## src/rtl/taxi_axil_rd_arb.sv

```systemverilog
// taxi_axil_rd_arb
// ----------------
// S_COUNT-to-1 AXI4-lite read arbiter. Several AXI-lite read masters share one
// downstream AXI-lite read port. Only one read is in flight at a time; the
// accepted AR beat is held in registers and replayed downstream, and the R
// beat is routed back to the granted requester only.
//
// Ports
//   clk, rst_n             clock (rising edge), asynchronous active-low reset
//   s_axil_ar*_i/_o        upstream AR channels, concatenated per port
//                          (port i occupies slice [i*W +: W])
//   s_axil_r*_o / rready_i upstream R channels; rdata/rresp/ruser broadcast,
//                          rvalid gated to the granted port
//   m_axil_ar*_o/arready_i downstream AR channel (registered)
//   m_axil_r*_i / rready_o downstream R channel
//   busy_o                 high while a grant is held (AR or R)
//   grant_idx_o            index of the current or most recent grant
module taxi_axil_rd_arb #(
  parameter int S_COUNT               = 4,
  parameter int ARB_ROUND_ROBIN       = 1,
  parameter int ARB_LSB_HIGH_PRIORITY = 1,
  parameter int DATA_W                = 32,
  parameter int ADDR_W                = 32,
  parameter int STRB_W                = DATA_W / 8,
  parameter int M_DATA_W              = DATA_W,
  parameter int M_ADDR_W              = ADDR_W,
  parameter int M_STRB_W              = STRB_W,
  parameter int S_ARUSER_EN           = 0,
  parameter int M_ARUSER_EN           = 0,
  parameter int ARUSER_W              = 1,
  parameter int S_RUSER_EN            = 0,
  parameter int M_RUSER_EN            = 0,
  parameter int RUSER_W               = 1,
  localparam int IDX_W = (S_COUNT > 1) ? $clog2(S_COUNT) : 1
) (
  input  logic                          clk,
  input  logic                          rst_n,

  input  logic [S_COUNT*ADDR_W-1:0]     s_axil_araddr_i,
  input  logic [S_COUNT*3-1:0]          s_axil_arprot_i,
  input  logic [S_COUNT*ARUSER_W-1:0]   s_axil_aruser_i,
  input  logic [S_COUNT-1:0]            s_axil_arvalid_i,
  output logic [S_COUNT-1:0]            s_axil_arready_o,
  output logic [S_COUNT*DATA_W-1:0]     s_axil_rdata_o,
  output logic [S_COUNT*2-1:0]          s_axil_rresp_o,
  output logic [S_COUNT*RUSER_W-1:0]    s_axil_ruser_o,
  output logic [S_COUNT-1:0]            s_axil_rvalid_o,
  input  logic [S_COUNT-1:0]            s_axil_rready_i,

  output logic [M_ADDR_W-1:0]           m_axil_araddr_o,
  output logic [2:0]                    m_axil_arprot_o,
  output logic [ARUSER_W-1:0]           m_axil_aruser_o,
  output logic                          m_axil_arvalid_o,
  input  logic                          m_axil_arready_i,
  input  logic [M_DATA_W-1:0]           m_axil_rdata_i,
  input  logic [1:0]                    m_axil_rresp_i,
  input  logic [RUSER_W-1:0]            m_axil_ruser_i,
  input  logic                          m_axil_rvalid_i,
  output logic                          m_axil_rready_o,

  output logic                          busy_o,
  output logic [IDX_W-1:0]              grant_idx_o
);

  // Configuration checks
  if (S_COUNT < 1 || S_COUNT > 16) begin : g_bad_count
    $fatal(1, "taxi_axil_rd_arb: S_COUNT must be in 1..16");
  end
  if (M_DATA_W != DATA_W) begin : g_bad_data_w
    $fatal(1, "taxi_axil_rd_arb: DATA_W mismatch between s and m");
  end
  if (M_ADDR_W != ADDR_W) begin : g_bad_addr_w
    $fatal(1, "taxi_axil_rd_arb: ADDR_W mismatch between s and m");
  end
  if (M_STRB_W != STRB_W) begin : g_bad_strb_w
    $fatal(1, "taxi_axil_rd_arb: STRB_W mismatch between s and m");
  end

  // USER sidebands travel only when both sides carry them.
  localparam bit ARUSER_FWD = (S_ARUSER_EN != 0) && (M_ARUSER_EN != 0);
  localparam bit RUSER_FWD  = (S_RUSER_EN != 0) && (M_RUSER_EN != 0);

  localparam logic [IDX_W-1:0] FIXED_BASE =
    (ARB_LSB_HIGH_PRIORITY != 0) ? '0 : IDX_W'(S_COUNT - 1);

  typedef enum logic [1:0] {
    ST_IDLE = 2'd0,
    ST_AR   = 2'd1,
    ST_R    = 2'd2
  } state_t;

  state_t                state_q, state_d;
  logic [IDX_W-1:0]      grant_q, grant_d;
  logic [IDX_W-1:0]      ptr_q, ptr_d;
  logic [ADDR_W-1:0]     araddr_q, araddr_d;
  logic [2:0]            arprot_q, arprot_d;
  logic [ARUSER_W-1:0]   aruser_q, aruser_d;

  // Per-port views of the concatenated AR fields.
  logic [ADDR_W-1:0]     s_araddr [S_COUNT];
  logic [2:0]            s_arprot [S_COUNT];
  logic [ARUSER_W-1:0]   s_aruser [S_COUNT];

  for (genvar i = 0; i < S_COUNT; i++) begin : g_unpack
    assign s_araddr[i] = s_axil_araddr_i[i*ADDR_W +: ADDR_W];
    assign s_arprot[i] = s_axil_arprot_i[i*3 +: 3];
    assign s_aruser[i] = s_axil_aruser_i[i*ARUSER_W +: ARUSER_W];
  end

  // k-th index in priority order starting from base: ascending when the LSB
  // has priority, descending otherwise, wrapping modulo S_COUNT.
  function automatic logic [IDX_W-1:0] prio_idx(input logic [IDX_W-1:0] base,
                                                input int k);
    int b;
    b = int'(base);
    if (ARB_LSB_HIGH_PRIORITY != 0) begin
      return IDX_W'((b + k) % S_COUNT);
    end
    return IDX_W'((b + S_COUNT - k) % S_COUNT);
  endfunction

  // Winner search. Fixed priority always scans from the top-priority end;
  // round-robin scans from the pointer.
  logic [IDX_W-1:0] sel_base;
  logic [IDX_W-1:0] sel_idx;
  logic [IDX_W-1:0] cand;
  logic             sel_found;

  assign sel_base = (ARB_ROUND_ROBIN != 0) ? ptr_q : FIXED_BASE;

  always_comb begin
    sel_found = 1'b0;
    sel_idx   = '0;
    cand      = '0;
    for (int k = 0; k < S_COUNT; k++) begin
      cand = prio_idx(sel_base, k);
      if (!sel_found && s_axil_arvalid_i[cand]) begin
        sel_found = 1'b1;
        sel_idx   = cand;
      end
    end
  end

  logic rready_sel;
  assign rready_sel = s_axil_rready_i[grant_q];

  // Next-state and upstream AR handshake
  always_comb begin
    state_d          = state_q;
    grant_d          = grant_q;
    ptr_d            = ptr_q;
    araddr_d         = araddr_q;
    arprot_d         = arprot_q;
    aruser_d         = aruser_q;
    s_axil_arready_o = '0;
    case (state_q)
      ST_IDLE: begin
        if (sel_found) begin
          // arready is only ever raised here, so the winner is accepted
          // exactly once and the held copy is what goes downstream.
          s_axil_arready_o[sel_idx] = 1'b1;
          grant_d  = sel_idx;
          araddr_d = s_araddr[sel_idx];
          arprot_d = s_arprot[sel_idx];
          aruser_d = s_aruser[sel_idx];
          state_d  = ST_AR;
        end
      end
      ST_AR: begin
        if (m_axil_arready_i) begin
          state_d = ST_R;
        end
      end
      ST_R: begin
        if (m_axil_rvalid_i && rready_sel) begin
          state_d = ST_IDLE;
          if (ARB_ROUND_ROBIN != 0) begin
            ptr_d = prio_idx(grant_q, 1);
          end
        end
      end
      default: begin
        state_d = ST_IDLE;
      end
    endcase
  end

  always_ff @(posedge clk or negedge rst_n) begin
    if (!rst_n) begin
      state_q  <= ST_IDLE;
      grant_q  <= '0;
      ptr_q    <= '0;
      araddr_q <= '0;
      arprot_q <= '0;
      aruser_q <= '0;
    end else begin
      state_q  <= state_d;
      grant_q  <= grant_d;
      ptr_q    <= ptr_d;
      araddr_q <= araddr_d;
      arprot_q <= arprot_d;
      aruser_q <= aruser_d;
    end
  end

  // Downstream AR replays the held beat
  assign m_axil_arvalid_o = (state_q == ST_AR);
  assign m_axil_araddr_o  = araddr_q;
  assign m_axil_arprot_o  = arprot_q;
  assign m_axil_aruser_o  = ARUSER_FWD ? aruser_q : '0;

  // R channel: payload broadcast, handshake confined to the granted port
  assign m_axil_rready_o = (state_q == ST_R) && rready_sel;

  always_comb begin
    s_axil_rvalid_o = '0;
    if (state_q == ST_R) begin
      s_axil_rvalid_o[grant_q] = m_axil_rvalid_i;
    end
  end

  assign s_axil_rdata_o = {S_COUNT{m_axil_rdata_i}};
  assign s_axil_rresp_o = {S_COUNT{m_axil_rresp_i}};
  assign s_axil_ruser_o = RUSER_FWD ? {S_COUNT{m_axil_ruser_i}} : '0;

  assign busy_o      = (state_q != ST_IDLE);
  assign grant_idx_o = grant_q;

endmodule

```

## config.mk

```make
export PLATFORM = sky130hd
export DESIGN_NAME = taxi_axil_rd_arb
export DESIGN_NICKNAME = d
export VERILOG_FILES = /design/src/rtl/taxi_axil_rd_arb.sv
export SDC_FILE = /design/constraint.sdc
export NUM_CORES = 1
export LEC_CHECK = 0
export CAP_MARGIN = 5
export CELL_PAD_IN_SITES_DETAIL_PLACEMENT = 1
export CELL_PAD_IN_SITES_GLOBAL_PLACEMENT = 1
export CORE_MARGIN = 8
export CORE_UTILIZATION = 22
export CTS_CLUSTER_DIAMETER = 100
export DETAILED_ROUTE_END_ITERATION = 10
export PLACE_DENSITY = 0.9
export SYNTH_ARGS = -nofsm -noshare
export SYNTH_HDL_FRONTEND = slang
export SYNTH_SLANG_ARGS = --single-unit
```

## constraint.sdc

```tcl
create_clock -name clk -period 3.06 [get_ports clk]
set_input_delay 0.612 -clock clk [delete_from_list [all_inputs] [get_ports clk]]
set_output_delay 0.612 -clock clk [all_outputs]
set_load 0.005 [all_outputs]
```

==> results of run 1 <==
## per-layer routing
layer | vias up | GRT usage, % | wire, um
met2 | 168 | 19.9 | 6490
met1 | 1410 | 12.3 | 4900
met4 | 0 | 6.51 | 535
li1 | 1345 | - | -
met5 | - | 0 | 0
met3 | 45 | 4.49 | 1300
## synthesized netlist by cell type (all sizes together)
library cell    n  share of area, %
and2            1              0.16
o21bai          1              0.19
a221o           1              0.26
conb            1             0.097
buf           158                32
ha              4               1.3
or3b            1              0.23
nand3           2              0.26
nor2b           5              0.81
a22o            1              0.23
clkbuf          3              0.29
a21boi          1              0.19
o21ai           3              0.39
o221ai         36                11
and3            4              0.64
mux4            1              0.58
or2             2              0.32
nor4            1              0.16
mux2            2              0.68
nor2            3              0.29
dfrtp          41                26
a21o            2              0.39
nand2          38               3.7
mux2i          71                18
o211ai          1              0.19
inv             5              0.48
nand2b          2              0.32
## what timing repair did
action,CTS,global route
endpoints found under the hold margin,0,0
setup buffers,1,0
gates resized for setup,3,1
endpoints found under the setup margin,2,2
## power by group through the flow
stage | Sequential [mW] | Clock, mW | Combinational, mW
final | 1.01 | 0.632 | 2.38
after global routing | 1.04 | 0.692 | 2.60
after CTS | 1.02 | 0.671 | 2.43
after detailed placement | 1.02 | 0 | 2.42
after global placement | 1.00 | 0 | 2.35
after floorplan | 0.993 | 0 | 1.46
## layout make-up
type                    instances  share of cell area (%)
clock buffers                   7                    2.72
clock inverters                 1                   0.572
inverters                       5                   0.358
multi-input cells             188                    30.9
flip-flops and latches         41                    19.5
well taps                     225                    5.36
repair buffers                213                    40.6
## cell usage in the layout, fill, tap and decap left out, types with 2 or more instances in the layout
master	synthesis	final
conb_1	1	5
nand2_1	38	38
dfrtp_1	41	41
and3_1	4	4
nor2_1	3	3
inv_1	5	5
clkbuf_16	0	5
buf_4	144	11
o21ai_0	3	3
o221ai_2	19	18
o221ai_1	17	17
nand2b_1	2	2
dlygate4sd2_1	0	2
ha_1	4	4
buf_12	0	3
nor2b_1	5	4
mux2i_1	71	71
clkdlybuf4s50_1	0	195
## state kept, by name (all words and copies together) (netlist names)
signal / count
grant_idx_o: 2
state_q: 2
m_axil_arprot_o: 3
ptr_q: 2
m_axil_araddr_o: 32
## stage by stage
| stage | setup WS, ps | cell area (sq um) | util [%] |
|---|---|---|---|
| final | 90.7 | 5250 | 30.3 |
| after global routing | 9.40 | 5250 | 30.3 |
| after CTS | 1.94 | 5250 | 30.3 |
| after detailed placement | -25.8 | 5070 | 29.3 |
| after global placement | 3.04 | 5070 | 29.3 |
| after floorplan | 838 | 3900 | - |
## worst reg2reg max path, cell delays in order (launching register included)
cell	delay (ps)
dfrtp_1	450
mux2_4	330
buf_4	140
o221ai_4	230
buf_12	300
buf_12	230
mux2i_1	250
o221ai_2	130
## cell families after synthesis
family	count (synthesis)	share of synthesized area, %
compound gates	46	13.0
mux	74	19.6
fa+ha+maj	4	1.29
simple gates	59	6.87
buf+inv	166	32.7
other cells	1	0.0966
flops	41	26.4
## worst min-delay path by stage
stage / start / endpoint / slack (ps) / cells past startpoint
floorplan: rst_n / grant_idx_o[0] / 320 / 0
global placement: m_axil_araddr_o[28] / m_axil_araddr_o[28] / 470 / 2
detailed placement: m_axil_araddr_o[17] / m_axil_araddr_o[17] / 480 / 2
CTS: m_axil_araddr_o[5] / m_axil_araddr_o[5] / 500 / 2
global route: m_axil_araddr_o[5] / m_axil_araddr_o[5] / 510 / 2
finish: m_axil_araddr_o[7] / m_axil_araddr_o[7] / 490 / 2
==> results.sh, run 1 <==
export IMPL_startpoint_type="primary input"
export IMPL_first_pass_iters=4
export IMPL_finalHoldViolCount=0
export IMPL_drv_slew=0
export IMPL_crit_buf_inv=2
export IMPL_hold_class="register to register"
export IMPL_diodes=0
export IMPL_fin_cells=680
export IMPL_syn_to_final_growth_pct=35.2
export IMPL_clk_latency_ps=290
export IMPL_grt_pass1_wl_um=20200
export IMPL_die_area_sq_um=22100
export IMPL_worst_r2r_cell_count=7
export IMPL_cpMostUsedCell="clkdlybuf4s50_1"
export IMPL_pwr_share_clk_pct=15.7
export IMPL_avgSynthCellArea_sq_um=9.93
export IMPL_ys_seq_elements=41
export IMPL_power_leakage_nw=2.22
export IMPL_dp_hpwl_um=10700
export IMPL_setup_viol=0
export IMPL_worst_pin_slew_ps=1030
export IMPL_htreeDepth=2
export IMPL_vias=2968
export IMPL_final_seq_area_sq_um=1030
export IMPL_setup_worst_path_end_class="output pin"
export IMPL_drcViolationCount=0
export IMPL_status="completed"
export IMPL_antenna_found_initial=0
export IMPL_fmax_ghz=0.337
export IMPL_synth_warnings=0
export IMPL_min_period_ps=2970
export IMPL_synthesis_area_sq_um=3880
export IMPL_fin_setup_tns_ps=0
export IMPL_via_per_inst=4.36
export IMPL_crit_fanout=4
export IMPL_pin_count=380
export IMPL_grt_max_degree=42
export IMPL_p_int_mw=2.53
export IMPL_power_share_switching_pct=37.2
export IMPL_p_per_area_nw_per_um2=767
export IMPL_fin_nets=649
export IMPL_seq_area_frac_synth_pct=26.4
export IMPL_grt_pass1_vias=3489
export IMPL_pwr_share_comb_pct=59.2
export IMPL_overflow=0
export IMPL_holdWs_ps=489
export IMPL_relSlewSlack_pct=31.2
export IMPL_cts_sinks=41
export IMPL_critical_path_arrival_ps=2360
export IMPL_critical_path_max_stage_delay_ps=530
export IMPL_antenna_left=0
export IMPL_layout_drive_gt1_share_pct=10.5
export IMPL_placedCellCount=671
export IMPL_skew_ps=6.86
export IMPL_rsz0062_at_grt="no"
export IMPL_numPortBuffers=199
export IMPL_cap_violations=0
export IMPL_cts_tree="done"
export IMPL_cp_required_ps=2450
export IMPL_crit_path_cell_trace="clkdlybuf4s50_1 -> nor4_1 -> or2_2 -> a21o_2 -> nor2b_1 -> clkdlybuf4s50_1"
export IMPL_cts_hold_buf=0
export IMPL_fin_crit_sh_pct=97.0
export IMPL_multi_input_area_sq_um=1620
export IMPL_crit_type="primary input to output pin"
export IMPL_synth_cell_types=32
export IMPL_fillers=1955
export IMPL_syn_inst=391
export IMPL_regToRegStartpoint="ptr_q[1]"
export IMPL_path_clk_slew_ps=60
export IMPL_cts_buffers=5
export IMPL_drt_iter0_drc=62
export IMPL_fp_dieW_um=149
export IMPL_path_depth=6
export IMPL_coreArea_sq_um=17300
export IMPL_total_power_mw=4.02
export IMPL_ir_drop_uv=347
export IMPL_cts_root_buf="clkbuf_16"
export IMPL_grt_use_total_pct=11.7
export IMPL_initial_core_util_pct=22.4
export IMPL_pwr_share_seq_pct=25.1
export IMPL_timing_rr_end="m_axil_araddr_o[18]"
export IMPL_die_h_um=149
export IMPL_clockBufferDepth=2
export IMPL_endpoint="s_axil_arready_o[0]"
export IMPL_p_switching_mw=1.50
export IMPL_num_rows=48
export IMPL_finalWirelength_um=13200
export IMPL_cp_top_family="buffers and inverters"
export IMPL_place_gp_congestion=0.715
export IMPL_wl_per_cell_um=19.4
export IMPL_cp_slowest_cell="clkdlybuf4s50_1"
export IMPL_regToRegSetupSlack_ps=880
export IMPL_crit_path_start="s_axil_arvalid_i[3]"
(Power assumes the default switching activity.)
==> inputs of run 2 (changes only) <==
--- a/config.mk
+++ b/config.mk
@@ -5,14 +5,15 @@
 export SDC_FILE = /design/constraint.sdc
 export NUM_CORES = 1
 export LEC_CHECK = 0
+export ABC_AREA = 1
 export CAP_MARGIN = 5
 export CELL_PAD_IN_SITES_DETAIL_PLACEMENT = 1
 export CELL_PAD_IN_SITES_GLOBAL_PLACEMENT = 1
 export CORE_MARGIN = 8
-export CORE_UTILIZATION = 22
+export CORE_UTILIZATION = 23
 export CTS_CLUSTER_DIAMETER = 100
 export DETAILED_ROUTE_END_ITERATION = 10
-export PLACE_DENSITY = 0.9
+export PLACE_DENSITY = 0.91
 export SYNTH_ARGS = -nofsm -noshare
 export SYNTH_HDL_FRONTEND = slang
 export SYNTH_SLANG_ARGS = --single-unit
==> run 2 against run 1 <==
Clock power shrank 2%. Clock skew up 1.1 ps. Via count up 50%. Power rose by 56%. Die area rose by 13%. Largest cell class unchanged.
==> results.sh, run 2 <==
export IMPL_via_per_inst=4.24
export IMPL_numPortBuffers=199
export IMPL_relSlewSlack_pct=28.7
export IMPL_fin_setup_tns_ps=0
export IMPL_grt_pass1_wl_um=25800
export IMPL_synth_warnings=0
export IMPL_grt_max_degree=65
export IMPL_crit_path_start="s_axil_arvalid_i[1]"
export IMPL_hold_class="register to register"
export IMPL_syn_inst=719
export IMPL_finalWirelength_um=17100
export IMPL_ys_seq_elements=41
export IMPL_clockBufferDepth=2
export IMPL_regToRegSetupSlack_ps=420
export IMPL_cts_sinks=41
export IMPL_path_depth=12
export IMPL_fin_crit_sh_pct=93.6
export IMPL_cap_violations=0
export IMPL_cts_buffers=5
export IMPL_dpl_cell_area_sq_um=5930
export IMPL_synthAdderAreaFrac_pct=1.08
export IMPL_die_h_um=158
export IMPL_fin_cells=1048
export IMPL_dp_hpwl_um=13700
export IMPL_ir_drop_uv=343
export IMPL_path_clk_slew_ps=60
export IMPL_crit_fanout=3
export IMPL_fillers=2525
export IMPL_grt_use_total_pct=13.3
export IMPL_place_worst_setup_slack_ps=-303
export IMPL_critical_path_max_stage_delay_ps=420
export IMPL_overflow=0
export IMPL_critical_path_arrival_ps=2250
export IMPL_setup_viol=0
export IMPL_regToRegStartpoint="ptr_q[0]"
export IMPL_antenna_left=0
export IMPL_use_met1_pct=13.5
export IMPL_layout_drive_gt1_share_pct=8.74
export IMPL_holdPathEnd="m_axil_araddr_o[17]"
export IMPL_startpoint_type="primary input"
export IMPL_worst_pin_slew_ps=1070
export IMPL_seq_area_frac_synth_pct=22.1
export IMPL_fin_nets=973
export IMPL_die_area_sq_um=25000
export IMPL_synth_cell_types=29
export IMPL_synth_area_leaders="buf_4 23%, dfrtp_1 22%, nand2_1 16%"
export IMPL_cp_required_ps=2450
export IMPL_cts_hold_buf=0
export IMPL_clk_latency_ps=290
export IMPL_p_per_area_nw_per_um2=1030
export IMPL_cpMostUsedCell="nand3_1"
export IMPL_drv_slew=0
export IMPL_largest_reg_flops=32
export IMPL_use_met2_pct=24.1
export IMPL_layout_commonest_cell="nand2_1"
export IMPL_rsz0062_at_grt="no"
export IMPL_layout_common_cells="197 x nand2_1, 194 x clkdlybuf4s50_1, 115 x inv_1"
export IMPL_num_rows=52
export IMPL_drt_iter0_drc=160
export IMPL_synth_common_cells="198 x nand2_1, 144 x buf_4, 115 x inv_1"
export IMPL_initial_core_util_pct=23.2
export IMPL_synth_compound_area_share_pct=5.97
export IMPL_layout_setup_ws_ps=196
export IMPL_syn_to_final_growth_pct=30.7
export IMPL_coreArea_sq_um=20000
export IMPL_grt_use_met3_pct=3.39
export IMPL_min_period_ps=2860
export IMPL_placedCellCount=1041
export IMPL_antenna_found_initial=0
export IMPL_cts_tree="done"
export IMPL_cp_top_family="buffers and inverters"
export IMPL_pin_count=380
export IMPL_ys_flop_type="dfrtp_1"
export IMPL_wl_per_cell_um=16.3
export IMPL_place_gp_congestion=0.826
export IMPL_worstHoldStart="m_axil_araddr_o[17]"
export IMPL_fin_util_pct=30.4
export IMPL_crit_type="primary input to output pin"
export IMPL_async_flop_share_pct=100
export IMPL_synth_edf_count=0
export IMPL_fmax_ghz=0.349
export IMPL_synth_top_area_share_pct=23.2
export IMPL_vias=4444
export IMPL_cp_slowest_cell="clkdlybuf4s50_1"
export IMPL_timing_rr_end="m_axil_araddr_o[25]"
export IMPL_status="completed"
export IMPL_synthMuxAreaShare_pct=0
export IMPL_first_pass_iters=4
export IMPL_drcViolationCount=0
export IMPL_setup_worst_path_end_class="output pin"
export IMPL_synthXorXnorAreaFrac_pct=0
export IMPL_grt_pass1_vias=4838
export IMPL_crit_path_cell_trace="clkdlybuf4s50_1 -> inv_1 -> nand2_1 -> nand3_1 -> nand2_2 -> nor2_4 -> nand3_1 -> nand3_2 -> inv_2 -> buf_12 -> nor3_1 -> clkbuf_2"
export IMPL_fin_area_sq_um=6080
export IMPL_worst_r2r_cell_count=16
export IMPL_synth_top_family_by_area="buffers and inverters"
export IMPL_htreeDepth=2
export IMPL_fp_dieW_um=158
export IMPL_synthesis_area_sq_um=4650
export IMPL_power_leakage_nw=3.05
export IMPL_finalHoldViolCount=0
export IMPL_synth_largest_area_cell="buf_4"
export IMPL_diodes=0
export IMPL_hold_depth=2
export IMPL_top_usage_layer="met2"
export IMPL_yosysMostFrequentCell="nand2_1"
export IMPL_avgSynthCellArea_sq_um=6.47
export IMPL_synth_simple_area_share_pct=34.4
export IMPL_cts_root_buf="clkbuf_16"
export IMPL_crit_buf_inv=5
export IMPL_skew_ps=7.94
## run 2: worst max path at each step
stage,to,slack [ps]
after floorplan,s_axil_arready_o[3],700
after CTS,s_axil_arready_o[2],3
after global routing,s_axil_arready_o[3],10
after detailed placement,s_axil_arready_o[2],-300
final,s_axil_arready_o[2],200
after global placement,s_axil_arready_o[2],-260
## run 2: power breakdown
group          total [mW]  switching (mW)  internal [mW]
logic                4.64            2.76           1.88
clock network       0.622           0.242          0.380
registers            1.03           0.185          0.842
total                6.29            3.19           3.10
## run 2: through the flow
stage	hold slack, ps	total power, mW
2_1_floorplan	316	4.06
6_report	479	6.29
4_1_cts	484	6.46
3_5_place_dp	467	5.80
3_3_place_gp	465	5.66
5_1_grt	504	6.96
## run 2: repair_timing
item / CTS / global route
setup buffers: 0 / 0
setup endpoints to repair: 4 / 4
hold endpoints to repair: 0 / 0
gates resized for setup: 6 / 8
pin swaps: 0 / 1
## run 2: routing by layer
metal | vias up | wire length [um]
met4 | 0 | 801
met5 | - | 0
met2 | 158 | 8760
met1 | 2056 | 6340
li1 | 2147 | -
met3 | 83 | 1200
## run 2: layout make-up
class                   instances  area (sq um)  area share (%)
clock inverters                 2          35.0           0.576
multi-input cells             391          1960            32.2
flip-flops and latches         41          1030            16.9
repair buffers                218          2150            35.3
clock buffers                   5           125            2.06
inverters                     121           454            7.47
well taps                     270           338            5.55
## run 2: worst register-to-register path, cell delays in order (launching register included)
cell,delay [ps]
dfrtp_1,510
inv_2,150
nand2_1,90
nand2_1,90
nand2_1,110
nand2_2,70
nor2_4,150
nand3_4,100
buf_4,150
nand3_4,70
buf_4,260
buf_4,360
nand2_1,110
nand3_1,140
nand2_1,70
nand2_1,60
nand2_1,50
## run 2: logic make-up after synthesis
| logic type | Yosys count |
|---|---|
| flops | 41 |
| compound gates | 26 |
| fa+ha+maj | 4 |
| buf+inv | 291 |
| other cells | 1 |
| simple gates | 356 |
